## config.mk

```make
export PLATFORM = sky130hd
export DESIGN_NAME = factorial_seq_ctrl
export DESIGN_NICKNAME = d
export VERILOG_FILES = /design/src/rtl/factorial_pkg.sv /design/src/rtl/factorial_mul_step.sv /design/src/rtl/factorial_seq_ctrl.sv
export SDC_FILE = /design/constraint.sdc
export NUM_CORES = 1
export LEC_CHECK = 0
export ABC_AREA = 1
export CORE_UTILIZATION = 53
export DETAILED_ROUTE_END_ITERATION = 10
export GPL_TIMING_DRIVEN = 0
export PLACE_DENSITY_LB_ADDON = 0.12
export SYNTH_ARGS = -nofsm -noshare
export SYNTH_HDL_FRONTEND = slang
export SYNTH_SLANG_ARGS = --single-unit
```

## constraint.sdc

```tcl
create_clock -name clk -period 9.1 [get_ports clk]
set_input_delay 1.365 -clock clk [delete_from_list [all_inputs] [get_ports clk]]
set_output_delay 1.365 -clock clk [all_outputs]
set_load 0.02 [all_outputs]
```

## src/rtl/factorial_pkg.sv

```systemverilog
// factorial_pkg
// Shared definitions for the sequential factorial engine.
//   fact_state_t  : controller states (IDLE, CALC, DONE)
//   FACT_N_W      : default operand width
//   FACT_RES_W    : default result width
//   fact_prod_w() : width of the untruncated acc*cnt product
package factorial_pkg;

  typedef enum logic [1:0] {
    IDLE = 2'd0,
    CALC = 2'd1,
    DONE = 2'd2
  } fact_state_t;

  localparam int FACT_N_W   = 3;
  localparam int FACT_RES_W = 16;

  // The counter is one bit wider than the operand, so a full product needs
  // RES_W bits for the accumulator plus N_W+1 bits for the counter.
  function automatic int fact_prod_w(input int res_w, input int n_w);
    return res_w + n_w + 1;
  endfunction

endpackage

```

## src/rtl/factorial_mul_step.sv

```systemverilog
// factorial_mul_step
// One combinational multiply step of the factorial loop.
// Ports:
//   acc  in   RES_W  current accumulator
//   cnt  in   N_W+1  current loop counter
//   prod out  RES_W  acc*cnt truncated to RES_W bits
//   ovf  out  1      1 when the full product does not fit in RES_W bits
module factorial_mul_step
  import factorial_pkg::*;
#(
  parameter int N_W   = FACT_N_W,
  parameter int RES_W = FACT_RES_W
) (
  input  logic [RES_W-1:0] acc,
  input  logic [N_W:0]     cnt,
  output logic [RES_W-1:0] prod,
  output logic             ovf
);

  localparam int PROD_W = fact_prod_w(RES_W, N_W);

  logic [PROD_W-1:0] full;

  // Multiply at full width first, then split the product into the kept low
  // part and an overflow indication built from every bit that gets dropped.
  always_comb begin
    full = PROD_W'(acc) * PROD_W'(cnt);
    prod = full[RES_W-1:0];
    ovf  = |full[PROD_W-1:RES_W];
  end

endmodule

```

## src/rtl/factorial_seq_ctrl.sv

```systemverilog
// factorial_seq_ctrl
// Sequential factorial engine: takes n on a valid/ready input, computes n!
// with one multiply per clock and presents the result with a sticky overflow
// flag on a valid/ready output. Only one operand is ever in flight.
// Ports:
//   clk        in   1      rising-edge clock
//   rst_n      in   1      synchronous active-low reset
//   in_valid   in   1      operand offered
//   in_ready   out  1      engine idle and able to accept
//   in_num     in   N_W    operand n
//   out_valid  out  1      result available
//   out_ready  in   1      consumer takes result
//   out_fact   out  RES_W  n! mod 2**RES_W
//   out_ovf    out  1      some partial product exceeded RES_W bits
//   busy       out  1      computing or holding a result
module factorial_seq_ctrl
  import factorial_pkg::*;
#(
  parameter int N_W   = FACT_N_W,
  parameter int RES_W = FACT_RES_W
) (
  input  logic             clk,
  input  logic             rst_n,
  input  logic             in_valid,
  output logic             in_ready,
  input  logic [N_W-1:0]   in_num,
  output logic             out_valid,
  input  logic             out_ready,
  output logic [RES_W-1:0] out_fact,
  output logic             out_ovf,
  output logic             busy
);

  fact_state_t state, next_state;

  logic [RES_W-1:0] acc;
  logic [N_W:0]     cnt;
  logic [N_W-1:0]   n_r;
  logic             ovf_r;

  logic [RES_W-1:0] step_prod;
  logic             step_ovf;
  logic             calc_done;

  // The counter carries an extra bit so that counting past the largest
  // operand does not wrap back to zero and restart the loop.
  assign calc_done = (cnt > {1'b0, n_r});

  factorial_mul_step #(
    .N_W   (N_W),
    .RES_W (RES_W)
  ) u_mul_step (
    .acc  (acc),
    .cnt  (cnt),
    .prod (step_prod),
    .ovf  (step_ovf)
  );

  // Next-state and handshake decode. Results are presented straight from
  // the accumulator and overflow registers, so they stay constant for as
  // long as DONE is held waiting for the consumer. Returning to IDLE takes
  // a full cycle, so a new operand is never accepted on the same edge that
  // a result is taken.
  always_comb begin
    next_state = state;
    in_ready   = 1'b0;
    out_valid  = 1'b0;
    busy       = 1'b0;
    case (state)
      IDLE: begin
        in_ready = 1'b1;
        if (in_valid) next_state = CALC;
      end
      CALC: begin
        busy = 1'b1;
        if (calc_done) next_state = DONE;
      end
      DONE: begin
        busy      = 1'b1;
        out_valid = 1'b1;
        if (out_ready) next_state = IDLE;
      end
      default: next_state = IDLE;
    endcase
  end

  // State register; a reset in any state abandons the current operand.
  always_ff @(posedge clk) begin
    if (!rst_n) state <= IDLE;
    else        state <= next_state;
  end

  // Datapath registers. An accepted operand seeds acc=1, cnt=1, then every
  // CALC cycle folds in one more factor until the counter passes n. The
  // overflow flag is sticky: once any step drops bits the result is marked.
  always_ff @(posedge clk) begin
    if (!rst_n) begin
      acc   <= '0;
      cnt   <= '0;
      n_r   <= '0;
      ovf_r <= 1'b0;
    end else begin
      case (state)
        IDLE: begin
          if (in_valid) begin
            n_r   <= in_num;
            acc   <= RES_W'(1);
            cnt   <= (N_W+1)'(1);
            ovf_r <= 1'b0;
          end
        end
        CALC: begin
          if (!calc_done) begin
            acc   <= step_prod;
            ovf_r <= ovf_r | step_ovf;
            cnt   <= cnt + (N_W+1)'(1);
          end
        end
        default: ;
      endcase
    end
  end

  assign out_fact = acc;
  assign out_ovf  = ovf_r;

endmodule

```

==> metrics <==
CTS Root Cell clkbuf_8; die extent in y 80.9 um; WL/cell 12.3 um; Setup Viol. Count Final 0; DRT Pass-1 Iters 4; clk slew on worst S/H paths 0.09 ns; fmax 241 MHz; Die Area 6540 um2; clk sink count 26; clk_skew 0.00787 ns; vias 3,098; I/O pins 27; routed vias/inst 4.99; initial antenna violation count 0; worst rel slew slack 55.3%; nets@finish 613; layout cells sized above 1 2.75%; RSZ-0062 raised after global routing false; worst vdd ir 0.171 mV; PortBufs 26; post-detail-place hpwl 6010 um; Worst-Skew Late Latency 0.29 ns; Die Wd 80.9 um; required time worst endpoint 9.28 ns; hold_buf cts 0; worst-path fanout max 10; setup bufs post-CTS 0; aggregate global routing overflow 0; routability cong. 0.874; post-CTS resize count 0; Yosys reg bits 26; Setup crit start kind flop; Core Box Area 5960 um2; H-tree Lvls 1; initial DRC count 168; syn nets 582; status completed; final hold vios 0; setup_tns 0 ns; Place WS 4.96 ns; Max-Cap Viols 0; antenna viol nets, final 0; Syn-to-layout area delta 12.9%; first-pass GRT wire length 12,900 um; # DRC 0; Syn Std Cell Area 3300 um2; Worst path slowest cell buf_1; FP Rows 28; syn avg cell area 6.39 um2; cells after synthesis 516; largest net degree at the start of global routing 16; setup ws final 4.95 ns; Pleak 2.23 nW; Syn. warnings 0; worst min-delay path class reg2reg; final hold slack 0.464 ns; cell breakdown of the critical path clkbuf_1, buf_1, nand2_1, fa_1, inv_1, fa_1, fa_1, nand2_1, nand2_1, nand3_1, nand2_1, nand2_1, nand3_1, nand2_1, nand3_1, o21bai_1, a21oi_1; # diodes 0; Slew @ Worst Pin 0.671 ns; Max clock buf depth 2; post-synthesis sequential area ratio 15.8%; Synth cell types 29; number of global-route vias before repair 2,901; Starting Density 55.4%; overall routing resource usage 25.4%; CP max stage delay 0.55 ns; CP dominant cell by count nand2_1; Slew Viols, Final 0; Pwr Density 111 nW/um2; final wirelength 7610 um; Min Clock Period, post-route 4.15 ns; cts bufs inserted 3; period utilisation layout 45.6%; arrival time of the worst setup path 4.33 ns; critical path capture point type flop; Crit Path Class reg2reg; CTS tree built
==> critical path: cells and delay by family, from the launching register on <==
family                     cells  cell delay (ns)
buffers and inverters          3             1.06
and+or+nand+nor                9             0.86
AOI/OAI and AO/OA              2             0.25
adders and majority gates      3             1.52
DFF                            1             0.34
==> cell usage after synthesis <==
library cell	n	area, um2
nor3_1	3	15.0
ha_1	31	388
inv_2	1	3.75
fa_1	28	561
nor4_1	1	6.26
clkbuf_1	6	22.5
clkinv_2	1	5.00
nor2_4	1	11.3
xor2_1	6	52.6
buf_6	2	22.5
nand3_4	1	17.5
buf_2	1	5.00
a31oi_1	3	18.8
a21oi_1	39	195
o21ai_0	10	50.1
nor2_1	18	67.6
nand4_1	2	12.5
a21boi_1	1	7.51
or2_2	3	18.8
clkinv_1	1	3.75
nand3_1	14	70.1
dfxtp_1	26	521
buf_1	2	7.51
inv_1	132	495
and2_1	2	12.5
nand2_2	1	6.26
o21bai_1	2	15.0
nand2_1	174	653
xnor2_1	4	35.0
==> worst paths after layout <==
| check | start | endpoint | slack (ns) | cells after the start |
|---|---|---|---|---|
| hold / removal | out_ovf | out_ovf | 0.46 | 2 |
| hold reg to reg | out_ovf | out_ovf | 0.46 | 2 |
| setup reg to reg | cnt[2] | out_ovf | 4.95 | 17 |
| setup / recovery | cnt[2] | out_ovf | 4.95 | 17 |
==> logic make-up after synthesis <==
group / share of synthesized area (%)
flip-flops: 15.8
XOR/XNOR: 2.65
buffers and inverters: 17.1
adder cells (fa/ha/maj): 28.7
AO/OA/AOI/OAI: 8.68
AND/OR/NAND/NOR: 27.0
==> metrics by stage <==
step | instance area (um2) | power (mW) | cells | util [%]
floorplan | 3300 | 0.259 | 516 | -
global placement | 3650 | 0.314 | 617 | 61.3
detailed placement | 3650 | 0.317 | 617 | 61.3
CTS | 3720 | 0.416 | 621 | 62.5
global route | 3720 | 0.441 | 621 | 62.5
finish | 3720 | 0.414 | 621 | 62.5
==> sequential cells by signal (all words and copies together) (netlist names) <==
signal,count
out_fact,16
cnt,4
n_r,3
state,2
out_ovf,1
==> layout by cell type (no fill, tap or decap) <==
cell / synthesis / final
o21bai_1: 2 / 2
nor2_1: 18 / 18
nand3_1: 14 / 14
buf_1: 2 / 2
buf_6: 2 / 2
a21oi_1: 39 / 39
bufinv_16: 0 / 1
a21boi_1: 1 / 1
nand2_2: 1 / 1
nor2_4: 1 / 1
dfxtp_1: 26 / 26
buf_2: 1 / 1
fa_1: 28 / 28
xnor2_1: 4 / 4
inv_1: 132 / 132
inv_2: 1 / 1
nand3_4: 1 / 1
o21ai_0: 10 / 10
nand2_1: 174 / 174
ha_1: 31 / 31
clkbuf_8: 0 / 3
nand4_1: 2 / 2
clkinv_2: 1 / 1
and2_1: 2 / 2
nor3_1: 3 / 3
clkbuf_1: 6 / 6
a31oi_1: 3 / 3
clkinv_1: 1 / 1
xor2_1: 6 / 6
clkdlybuf4s50_1: 0 / 26
or2_2: 3 / 3
nor4_1: 1 / 1
==> power breakdown <==
group,switching (mW),total [mW],internal [mW]
Combinational,0.120,0.182,0.0619
Clock,0.0416,0.101,0.0590
Sequential,0.00619,0.131,0.125
==> area by class of cell <==
type / instances / area, um2
plain buffers: 11 / 57.6
clock buffers: 3 / 41.3
clock inverters: 1 / 30.0
fillers: 594 / 2230
inverters: 135 / 508
multi-input cells: 344 / 2210
flip-flops and latches: 26 / 520
well taps: 75 / 93.8
repair buffers: 26 / 260
==> routing by layer <==
metal,vias up,wire [um],track usage [%]
met1,1448,3630,34.6
met4,0,40,3.75
met2,58,3600,44.2
met3,5,335,2.47
li1,1587,-,-
met5,-,0,0
Note: power is estimated with default switching activity, not from simulation.
